**src/rtl/fifo_pkt_wr_ctrl_if.sv**
```systemverilog
`default_nettype none
// ============================================================================
//  Module   : fifo_pkt_wr_ctrl_if
//  Purpose  : Source-stream, FIFO-write and status bundle of fifo_pkt_wr_ctrl.
//  Revision : 1.0 - initial release
// ============================================================================
interface fifo_pkt_wr_ctrl_if #(
  parameter int ADDR  = 4,
  parameter int WIDTH = 32
);
  logic             in_valid;
  logic             in_sop;
  logic             in_eop;
  logic             in_err;
  logic [WIDTH-1:0] in_data;
  logic             in_ready;
  logic             write_en;
  logic [WIDTH-1:0] write_data;
  logic             snap_wraddr;
  logic             roll_wraddr;
  logic             fifo_full;
  logic [ADDR:0]    room_avail;
  logic             busy;
  logic [15:0]      pkt_ok_cnt;
  logic [15:0]      pkt_drop_cnt;

  // master is the surrounding source/FIFO side, slave is the controller
  modport master (
    output in_valid, in_sop, in_eop, in_err, in_data, fifo_full, room_avail,
    input  in_ready, write_en, write_data, snap_wraddr, roll_wraddr,
           busy, pkt_ok_cnt, pkt_drop_cnt
  );

  modport slave (
    input  in_valid, in_sop, in_eop, in_err, in_data, fifo_full, room_avail,
    output in_ready, write_en, write_data, snap_wraddr, roll_wraddr,
           busy, pkt_ok_cnt, pkt_drop_cnt
  );
endinterface
`default_nettype wire

```
**src/rtl/fifo_pkt_wr_ctrl.sv**
```systemverilog
`default_nettype none
// ============================================================================
//  Module   : fifo_pkt_wr_ctrl
//  Purpose  : Packet write controller; commits good packets with a snap pulse
//             and rolls back bad or overflowing ones.
//  Revision : 1.0 - initial release
// ============================================================================
module fifo_pkt_wr_ctrl #(
  parameter int ADDR      = 4,
  parameter int WIDTH     = 32,
  parameter int MAX_BEATS = 16
) (
  input  wire logic         wrclk,
  input  wire logic         rst_wrclk,
  fifo_pkt_wr_ctrl_if.slave bus
);

  localparam int                 c_len_w    = $clog2(MAX_BEATS + 1);
  localparam logic [c_len_w-1:0] c_max_len  = c_len_w'(MAX_BEATS);
  localparam logic [c_len_w-1:0] c_len_one  = c_len_w'(1);
  localparam logic [ADDR:0]      c_cred_one = (ADDR+1)'(1);

  typedef enum logic [1:0] {
    S_IDLE   = 2'd0,
    S_PKT    = 2'd1,
    S_COMMIT = 2'd2,
    S_DROP   = 2'd3
  } state_t;

  state_t             r_state;
  state_t             w_state_nxt;
  logic [ADDR:0]      r_credit;
  logic [ADDR:0]      w_credit_nxt;
  logic [c_len_w-1:0] r_len;
  logic [c_len_w-1:0] w_len_nxt;
  logic               r_drop_last;
  logic               w_drop_last_nxt;
  logic               r_write_en;
  logic [WIDTH-1:0]   r_write_data;
  logic               r_snap;
  logic               r_roll;
  logic [15:0]        r_ok_cnt;
  logic [15:0]        r_drop_cnt;

  logic w_ready;
  logic w_accept;
  logic w_overflow;
  logic w_write;
  logic w_snap;
  logic w_roll;
  logic w_ok_inc;
  logic w_drop_inc;

  assign w_ready    = (r_state != S_COMMIT);
  assign w_accept   = bus.in_valid & w_ready;
  assign w_overflow = (r_credit == '0) || (r_len == c_max_len) || bus.fifo_full;

  always_comb begin
    w_state_nxt     = r_state;
    w_credit_nxt    = r_credit;
    w_len_nxt       = r_len;
    w_drop_last_nxt = 1'b0;
    w_write         = 1'b0;
    w_snap          = 1'b0;
    w_roll          = 1'b0;
    w_ok_inc        = 1'b0;
    w_drop_inc      = 1'b0;

    case (r_state)
      S_IDLE: begin
        if (w_accept && bus.in_sop) begin
          w_credit_nxt = bus.room_avail;
          w_len_nxt    = '0;
          if (bus.room_avail == '0) begin
            // nothing written yet, so no rollback is needed
            w_drop_inc      = 1'b1;
            w_state_nxt     = S_DROP;
            w_drop_last_nxt = bus.in_eop;
          end else if (bus.in_eop && bus.in_err) begin
            w_roll     = 1'b1;
            w_drop_inc = 1'b1;
          end else begin
            w_write      = 1'b1;
            w_credit_nxt = bus.room_avail - c_cred_one;
            w_len_nxt    = c_len_one;
            w_state_nxt  = bus.in_eop ? S_COMMIT : S_PKT;
          end
        end
      end

      S_PKT: begin
        if (w_accept) begin
          if (bus.in_sop) begin
            w_roll      = 1'b1;
            w_drop_inc  = 1'b1;
            w_state_nxt = S_DROP;
          end else if (bus.in_eop && (bus.in_err || w_overflow)) begin
            w_roll      = 1'b1;
            w_drop_inc  = 1'b1;
            w_state_nxt = S_IDLE;
          end else if (w_overflow) begin
            w_roll      = 1'b1;
            w_drop_inc  = 1'b1;
            w_state_nxt = S_DROP;
          end else begin
            w_write      = 1'b1;
            w_credit_nxt = r_credit - c_cred_one;
            w_len_nxt    = r_len + c_len_one;
            w_state_nxt  = bus.in_eop ? S_COMMIT : S_PKT;
          end
        end
      end

      S_COMMIT: begin
        w_snap      = 1'b1;
        w_ok_inc    = 1'b1;
        w_state_nxt = S_IDLE;
      end

      S_DROP: begin
        // r_drop_last: the dropped packet's eop already arrived with its sop
        if (r_drop_last || (w_accept && bus.in_eop)) begin
          w_state_nxt = S_IDLE;
        end
      end

      default: begin
        w_state_nxt = S_IDLE;
      end
    endcase
  end

  always_ff @(posedge wrclk) begin
    if (rst_wrclk) begin
      r_state      <= S_IDLE;
      r_credit     <= '0;
      r_len        <= '0;
      r_drop_last  <= 1'b0;
      r_write_en   <= 1'b0;
      r_write_data <= '0;
      r_snap       <= 1'b0;
      r_roll       <= 1'b0;
      r_ok_cnt     <= '0;
      r_drop_cnt   <= '0;
    end else begin
      r_state     <= w_state_nxt;
      r_credit    <= w_credit_nxt;
      r_len       <= w_len_nxt;
      r_drop_last <= w_drop_last_nxt;
      r_write_en  <= w_write;
      r_snap      <= w_snap;
      r_roll      <= w_roll;
      if (w_write) begin
        r_write_data <= bus.in_data;
      end
      if (w_ok_inc) begin
        r_ok_cnt <= r_ok_cnt + 16'd1;
      end
      if (w_drop_inc) begin
        r_drop_cnt <= r_drop_cnt + 16'd1;
      end
    end
  end

  assign bus.in_ready     = w_ready;
  assign bus.write_en     = r_write_en;
  assign bus.write_data   = r_write_data;
  assign bus.snap_wraddr  = r_snap;
  assign bus.roll_wraddr  = r_roll;
  assign bus.busy         = (r_state != S_IDLE);
  assign bus.pkt_ok_cnt   = r_ok_cnt;
  assign bus.pkt_drop_cnt = r_drop_cnt;

endmodule
`default_nettype wire

```
**src/flat_wrapper.sv**
```systemverilog
// flat-port wrapper written by rule: the top's interface ports become plain ports
module fifo_pkt_wr_ctrl_flat 
#(
  parameter int ADDR      = 4,
  parameter int WIDTH     = 32,
  parameter int MAX_BEATS = 16
)
  (wrclk, rst_wrclk, bus_in_valid, bus_in_sop, bus_in_eop, bus_in_err, bus_in_data, bus_fifo_full, bus_room_avail, bus_in_ready, bus_write_en, bus_write_data, bus_snap_wraddr, bus_roll_wraddr, bus_busy, bus_pkt_ok_cnt, bus_pkt_drop_cnt);
  fifo_pkt_wr_ctrl_if #(.ADDR(ADDR), .WIDTH(WIDTH)) bus_i ();
  input  wire logic wrclk;
  input  wire logic rst_wrclk;
  input wire logic [$bits(bus_i.in_valid)-1:0] bus_in_valid;
  input wire logic [$bits(bus_i.in_sop)-1:0] bus_in_sop;
  input wire logic [$bits(bus_i.in_eop)-1:0] bus_in_eop;
  input wire logic [$bits(bus_i.in_err)-1:0] bus_in_err;
  input wire logic [$bits(bus_i.in_data)-1:0] bus_in_data;
  input wire logic [$bits(bus_i.fifo_full)-1:0] bus_fifo_full;
  input wire logic [$bits(bus_i.room_avail)-1:0] bus_room_avail;
  output wire logic [$bits(bus_i.in_ready)-1:0] bus_in_ready;
  output wire logic [$bits(bus_i.write_en)-1:0] bus_write_en;
  output wire logic [$bits(bus_i.write_data)-1:0] bus_write_data;
  output wire logic [$bits(bus_i.snap_wraddr)-1:0] bus_snap_wraddr;
  output wire logic [$bits(bus_i.roll_wraddr)-1:0] bus_roll_wraddr;
  output wire logic [$bits(bus_i.busy)-1:0] bus_busy;
  output wire logic [$bits(bus_i.pkt_ok_cnt)-1:0] bus_pkt_ok_cnt;
  output wire logic [$bits(bus_i.pkt_drop_cnt)-1:0] bus_pkt_drop_cnt;
  assign bus_i.in_valid = bus_in_valid;
  assign bus_i.in_sop = bus_in_sop;
  assign bus_i.in_eop = bus_in_eop;
  assign bus_i.in_err = bus_in_err;
  assign bus_i.in_data = bus_in_data;
  assign bus_i.fifo_full = bus_fifo_full;
  assign bus_i.room_avail = bus_room_avail;
  assign bus_in_ready = bus_i.in_ready;
  assign bus_write_en = bus_i.write_en;
  assign bus_write_data = bus_i.write_data;
  assign bus_snap_wraddr = bus_i.snap_wraddr;
  assign bus_roll_wraddr = bus_i.roll_wraddr;
  assign bus_busy = bus_i.busy;
  assign bus_pkt_ok_cnt = bus_i.pkt_ok_cnt;
  assign bus_pkt_drop_cnt = bus_i.pkt_drop_cnt;
  fifo_pkt_wr_ctrl #(.ADDR(ADDR), .WIDTH(WIDTH), .MAX_BEATS(MAX_BEATS)) u_core (.wrclk(wrclk), .rst_wrclk(rst_wrclk), .bus(bus_i));
endmodule
```
**config.mk**
```make
export PLATFORM = sky130hd
export DESIGN_NAME = fifo_pkt_wr_ctrl_flat
export DESIGN_NICKNAME = d
export VERILOG_FILES = /design/src/rtl/fifo_pkt_wr_ctrl_if.sv /design/src/rtl/fifo_pkt_wr_ctrl.sv /design/src/flat_wrapper.sv
export SDC_FILE = /design/constraint.sdc
export NUM_CORES = 1
export LEC_CHECK = 0
export BUFFER_PORTS_ARGS = -buffer_cell sky130_fd_sc_hd__buf_2
export CORE_MARGIN = 2
export CORE_UTILIZATION = 51
export CTS_CLUSTER_SIZE = 20
export DETAILED_ROUTE_END_ITERATION = 10
export PLACE_DENSITY = 0.8
export SYNTH_ARGS = -nofsm -noshare
export SYNTH_HDL_FRONTEND = slang
export SYNTH_SLANG_ARGS = --single-unit
export TNS_END_PERCENT = 1
```
**constraint.sdc**
```tcl
create_clock -name wrclk -period 2.31 [get_ports wrclk]
set_input_delay 0.3465 -clock wrclk [delete_from_list [all_inputs] [get_ports wrclk]]
set_output_delay 0.3465 -clock wrclk [all_outputs]
set_load 0.005 [all_outputs]
```
# --- After elaboration in Yosys (flattened, before gate mapping) ---
# Cells that the tools add are included.
# W data, S select, Z words.
totals:
  regBits: 80
  in_bits: 44
  out_inout_bits: 69
  elab_cells: 93
op_classes:
  add_sub_neg: 5
  eq_ne: 12
  n_mux: 46
  bitwise_logic: 4
  reduce_logical: 16
op_table:
  columns: ["operator", "n"]
  rows:
  - ["$mux W5", 13]
  - ["$add A16 B1 Y16 const B", 2]
  - ["$pmux W5 S2", 2]
  - ["$mux W1", 18]
  - ["$mux W2", 9]
  - ["$logic_not A5 Y1", 2]
  - ["$sub A5 B1 Y5 const B", 2]
  - ["$ne A2 B2 Y1 const B", 4]
  - ["$pmux W2 S4", 1]
  - ["$ne A2 B1 Y1 const B", 3]
  - ["$pmux W1 S2", 3]
  - ["$reduce_and A6 Y1", 1]
  - ["$add A5 B1 Y5 const B", 1]
  - ["$eq A5 B5 Y1 const B", 1]
  - ["$eq A2 B2 Y1 const B", 2]
  - ["$logic_and A1 B1 Y1", 4]
  - ["$logic_or A1 B1 Y1", 4]
  - ["$reduce_and A4 Y1", 1]
  - ["$reduce_bool A2 Y1", 2]
  - ["$reduce_or A4 Y1", 1]
  - ["$ne A3 B2 Y1 const B", 1]
  - ["$not A1 Y1", 3]
  - ["$eq A2 B1 Y1 const B", 1]
  - ["$logic_not A2 Y1", 1]
  - ["$and A1 B1 Y1", 1]

# --- Depth between registers and ports, before layout ---
depth:
  depth_word: 9
  mapped_depth: 10
  depth_no_buf: 7

# --- Worst setup path after synthesis ---
# No wires, ideal clock.
synth_path:
  path_kind: "input port to flip-flop"
  startpoint: "input port bus_room_avail[0]"
  endpoint: "register u_core.r_write_data[10], in the netlist u_core.bus.write_data[10]"
  setup_ns: 0.128
  t_arrival_ns: 2.017
  required_time_ns: 2.182
  setup_slack_ns: 0.166
  path_stages: 10
  path_buffers: 3
  cell_sequence: "inv_1 > ha_1 > or4b_1 > clkbuf_2 > nand3_1 > a21boi_0 > buf_2 > buf_6 > mux2i_1 > nor2_1"
synth_between:
  elab_chain_cells: 4
synth_lines:
  columns: ["element", "line_no", "rtl"]
  rows:
  - ["start: declaration", "flat_wrapper.sv:18", "input wire logic [$bits(bus_i.room_avail)-1:0] bus_room_avail;"]
  - ["$logic_not A5 Y1", "fifo_pkt_wr_ctrl.sv:74", "if (bus.room_avail == '0) begin"]
  - ["$mux W1", "fifo_pkt_wr_ctrl.sv:74", null]
  - ["$mux W1", "fifo_pkt_wr_ctrl.sv:71", "if (w_accept && bus.in_sop) begin"]
  - ["$pmux W1 S2", "fifo_pkt_wr_ctrl.sv:69", "case (r_state)"]
  - ["end signal: assignment", "fifo_pkt_wr_ctrl.sv:154", "r_write_data <= bus.in_data;"]
  - ["end: declaration", "fifo_pkt_wr_ctrl.sv:39", "logic [WIDTH-1:0] r_write_data;"]
# Every way passes these cells.
# A chain may end at the register's enable or synchronous reset.

# --- Worst setup path after layout ---
layout_path:
  startpoint: "register u_core.r_len[0]"
  endpoint: "register u_core.r_drop_cnt[9], in the netlist u_core.bus.pkt_drop_cnt[9]"
layout_between:
  elab_chain_cells: 9
  word_cells_on_any_way: 10
  cone_classes: "1 x eq/ne; 5 x mux; 4 x reduce/logical"
layout_lines:
  columns: ["element", "line_no", "rtl"]
  rows:
  - ["start: declaration", "fifo_pkt_wr_ctrl.sv:34", "logic [c_len_w-1:0] r_len;"]
  - ["start signal: assignment", "fifo_pkt_wr_ctrl.sv:148", "r_len <= w_len_nxt;"]
  - ["$eq A5 B5 Y1 *", "fifo_pkt_wr_ctrl.sv:56", "assign w_overflow = (r_credit == '0) || (r_len == c_max_len) || bus.fifo_full;"]
  - ["$logic_or A1 B1 Y1 * (2 in a row)", "fifo_pkt_wr_ctrl.sv:56", null]
  - ["$logic_or A1 B1 Y1", "fifo_pkt_wr_ctrl.sv:97", "end else if (bus.in_eop && (bus.in_err || w_overflow)) begin"]
  - ["$logic_and A1 B1 Y1", "fifo_pkt_wr_ctrl.sv:97", null]
  - ["$mux W1 *", "fifo_pkt_wr_ctrl.sv:97", null]
  - ["$mux W1 *", "fifo_pkt_wr_ctrl.sv:93", "if (bus.in_sop) begin"]
  - ["$mux W1 *", "fifo_pkt_wr_ctrl.sv:92", "if (w_accept) begin"]
  - ["$pmux W1 S2 *", "fifo_pkt_wr_ctrl.sv:69", null]
  - ["end signal: assignment", "fifo_pkt_wr_ctrl.sv:160", "r_drop_cnt <= r_drop_cnt + 16'd1;"]
  - ["end: declaration", "fifo_pkt_wr_ctrl.sv:43", "logic [15:0] r_drop_cnt;"]
# Mark *: on every way between the ends. The rest lies on a longest branch, timed or not.

==> results.py <==
metrics = {
    "route": {
        "first_iter_violations": 206,
        "totalWireLength_mm": 8.775,
        "route.detailed.vias_per_inst": 5.246,
        "route.detailed.wl_per_inst_um": 13.73,
        "detail-route-antenna-nets": 0,
        "via_count": 3352,
        "post-route-drc-count": 0,
        "drt_pre_antenna_iters": 4,
    },
    "sta": {
        "timing.clock.skew_ns": 0.01404,
        "rsz_0062_raised_after_global_routing": "yes",
        "worst_slack_ns": 0.09344,
        "worst_slew_pin_slew_ns": 0.7123,
        "setup-tns-final_ns": 0,
        "period_minus_slack_ns": 2.217,
        "slew_headroom_pct": 52.12,
        "hold_viol": 0,
        "final_min_period_over_clock_period_pct": 95.96,
        "slew_viol_final": 0,
        "setup_viol_count_final": 0,
        "achievable-frequency_ghz": 0.4511,
    },
    "global_routing": {
        "grt_first_pass_wirelength_mm": 14.22,
        "largest_net_degree_at_the_start_of_global_routing": 33,
        "gr-total-overflow": 0,
        "first_global_vias": 3206,
        "all_layer_global_routing_usage_pct": 23.35,
        "initial_antenna_violation_count": 0,
    },
    "logic_synthesis": {
        "synth_warnings": 0,
        "synthArstFlopShare_pct": 0,
        "synthesis.instances": 408,
        "synth_top_flop_cell": "sky130_fd_sc_hd__dfxtp_1",
        "synth_largest_area_cell": "sky130_fd_sc_hd__dfxtp_1",
        "synthTopCellsByCount": "sky130_fd_sc_hd__dfxtp_1 (80), sky130_fd_sc_hd__nor2_1 (68), sky130_fd_sc_hd__mux2i_1 (34)",
        "netlist_top_cells_area": "sky130_fd_sc_hd__dfxtp_1 (44%), sky130_fd_sc_hd__mux2i_1 (9.4%), sky130_fd_sc_hd__nor2_1 (7.1%), sky130_fd_sc_hd__a21oi_1 (3.0%), sky130_fd_sc_hd__xnor2_1 (2.7%)",
        "proportion_of_synthesized_chip_area_in_sequential_cells_pct": 44.34,
        "postSynthRegisterBits": 80,
        "synth_largest_type_area_fraction_pct": 44.34,
        "distinct_cell_type_count_of_the_synthesized_netlist": 50,
        "mappedNetlistNets": 459,
        "most_frequent_cell_after_synthesis": "sky130_fd_sc_hd__dfxtp_1",
        "synth_enable_flop_cells": 0,
        "syn-mean-instance-area_sq_um": 8.853,
        "synth_area_sq_um": 3612,
    },
    "floorplanning": {
        "dieArea_sq_um": 7772,
        "top_level_ports": 113,
        "fp.coreArea_sq_um": 6832,
        "initial_utilization_pct": 52.88,
        "rows": 30,
        "die_height_um": 88.16,
        "die_width_um": 88.16,
    },
    "placement": {
        "io_buf_count": 112,
        "detailed_place.area_sq_um": 4424,
        "dpl.hpwl_mm": 6.556,
        "pre_cts_slack_ns": -0.1506,
        "gp_congestion": 0.8912,
    },
    "final_layout": {
        "flow.area_growth_from_synthesis_pct": 29.58,
        "layout-drive-gt1-share_pct": 30.94,
        "layout.filler_cells": 555,
        "final_nets": 589,
        "num_antenna_cells": 0,
        "post-route-cell-area_sq_um": 4681,
    },
    "cts": {
        "worst_setup_hold_path_clk_slew_ns": 0.09,
        "clock_sink_count": 80,
        "root_buffer": "sky130_fd_sc_hd__clkbuf_8",
        "cts_inserted_buffers": 9,
        "tritoncts": "done",
        "max-clock-path-buffers": 2,
        "ctsHtreeMaxLevel": 3,
        "clock_latency_ns": 0.35,
    },
    "critical_path": {
        "critPathLaunchType": "register",
        "worst_ep_required_time_ns": 2.55,
        "worst-endpoint-arrival_ns": 2.46,
        "worst-setup-path-type": "reg -> reg",
        "crit_path_max_fanout": 4,
        "worstSetupEndpointType": "register",
    },
    "pwr": {
        "max-vdd-ir-drop_uv": 587.4,
        "p_leak_nw": 2.233,
        "power.density_cell_area_nw_per_um2": 682.2,
        "post-layout-total-power_w": 0.003193,
    },
    "status": {
        "outcome": "finished, final reports clean",
    },
    "worst_hold_path": {
        "worst_hold_path_type": "in -> reg",
    },
    "job": {
        "max_cap_viol_count": 0,
    },
}
-- metal layers --
metal	global-route usage, %	vias up	share of wire (%)
met4	6.061	0	0.40
met1	27.72	1556	42
met3	8.294	2	6.7
li1	-	1688	-
met5	0	-	0
met2	40.19	106	51
-- final cells by class --
class / count / area, sq um / area share, %
repair buffers: 139 / 792.0 / 16.92
clock buffers: 9 / 123.9 / 2.646
clock inverters: 7 / 102.6 / 2.192
well taps: 96 / 120.1 / 2.566
inverters: 11 / 41.29 / 0.8821
flip-flops and latches: 80 / 1602 / 34.22
multi-input cells: 297 / 1899 / 40.58
-- cells in the final DEF, fill, tap and decap left out, drive strengths merged, types with 5 or more instances in the layout --
cell and count:
xnor2 11, xor2 11, nand4 6, nand2b 5, o21ai 19, dfxtp 80, nor2b 6, nand2 25
nand3 13, buf 139, mux2i 34, inv 14, ha 7, nor3 9, or3 10, clkbuf 9
nor2 68, a21oi 22
-- registers in the layout, summed over array words and instances, names as in the netlist --
| name | count |
|---|---|
| u_core.bus.pkt_drop_cnt | 16 |
| u_core.bus.pkt_ok_cnt | 16 |
| u_core.bus.roll_wraddr | 1 |
| u_core.bus.snap_wraddr | 1 |
| u_core.bus.write_data | 32 |
| u_core.bus.write_en | 1 |
| u_core.r_credit | 5 |
| u_core.r_drop_last | 1 |
| u_core.r_len | 5 |
| u_core.r_state | 2 |
-- worst paths after layout --
path	startpoint	to	slack, ns	cells after the start
worst max-delay path	u_core.r_len[0]$_SDFFE_PP0P_	u_core.bus.pkt_drop_cnt[9]$_SDFFE_PP0P_	0.09	8
worst min-delay path	bus_in_data[10]	u_core.bus.write_data[10]$_SDFFE_PP0P_	0.22	3
worst max register to register	u_core.r_len[0]$_SDFFE_PP0P_	u_core.bus.pkt_drop_cnt[9]$_SDFFE_PP0P_	0.09	8
worst min register to register	u_core.r_len[4]$_SDFFE_PP0P_	u_core.r_len[4]$_SDFFE_PP0P_	0.50	2
-- cells by family (layout without fill, tap and decap cells) --
group | count (synthesis) | count (layout) | synth area share, %
adder cells (fa/ha/maj) | 7 | 7 | 2.425
AND/OR/NAND/NOR | 167 | 167 | 22.69
multiplexers | 36 | 36 | 10.05
buffers and inverters | 31 | 166 | 4.122
AO/OA/AOI/OAI | 65 | 65 | 11.05
XOR/XNOR | 22 | 22 | 5.334
flip-flops | 80 | 80 | 44.34
-- power breakdown --
part           internal (W)  leakage, nW  switching, W
logic              0.000260         1.47      0.000272
registers           0.00144        0.648     0.0000566
clock network      0.000624        0.116      0.000539
-- worst max-delay path: stages (launching register included) --
cell	delay, ns
sky130_fd_sc_hd__dfxtp_1	0.34
sky130_fd_sc_hd__inv_1	0.05
sky130_fd_sc_hd__ha_1	0.18
sky130_fd_sc_hd__nor4bb_1	0.14
sky130_fd_sc_hd__buf_4	0.14
sky130_fd_sc_hd__or4_2	0.73
sky130_fd_sc_hd__a21oi_4	0.18
sky130_fd_sc_hd__nor3b_1	0.08
sky130_fd_sc_hd__mux2_2	0.28
-- what timing repair did --
item	CTS	global route
resized for setup	2	4
setup endpoints to repair	38	49
hold buffers	0	0
setup buffers	0	0
-- through the flow --
step                      instances  util [%]  hold WS, ns
after detailed placement        623     64.76       0.4818
after floorplan                 408         -       0.4450
after global routing            639     68.52       0.2034
final                           639     68.52       0.2206
after CTS                       639     68.22       0.2087
after global placement          623     64.76       0.4699
Note: power is estimated with default switching activity, not from simulation.
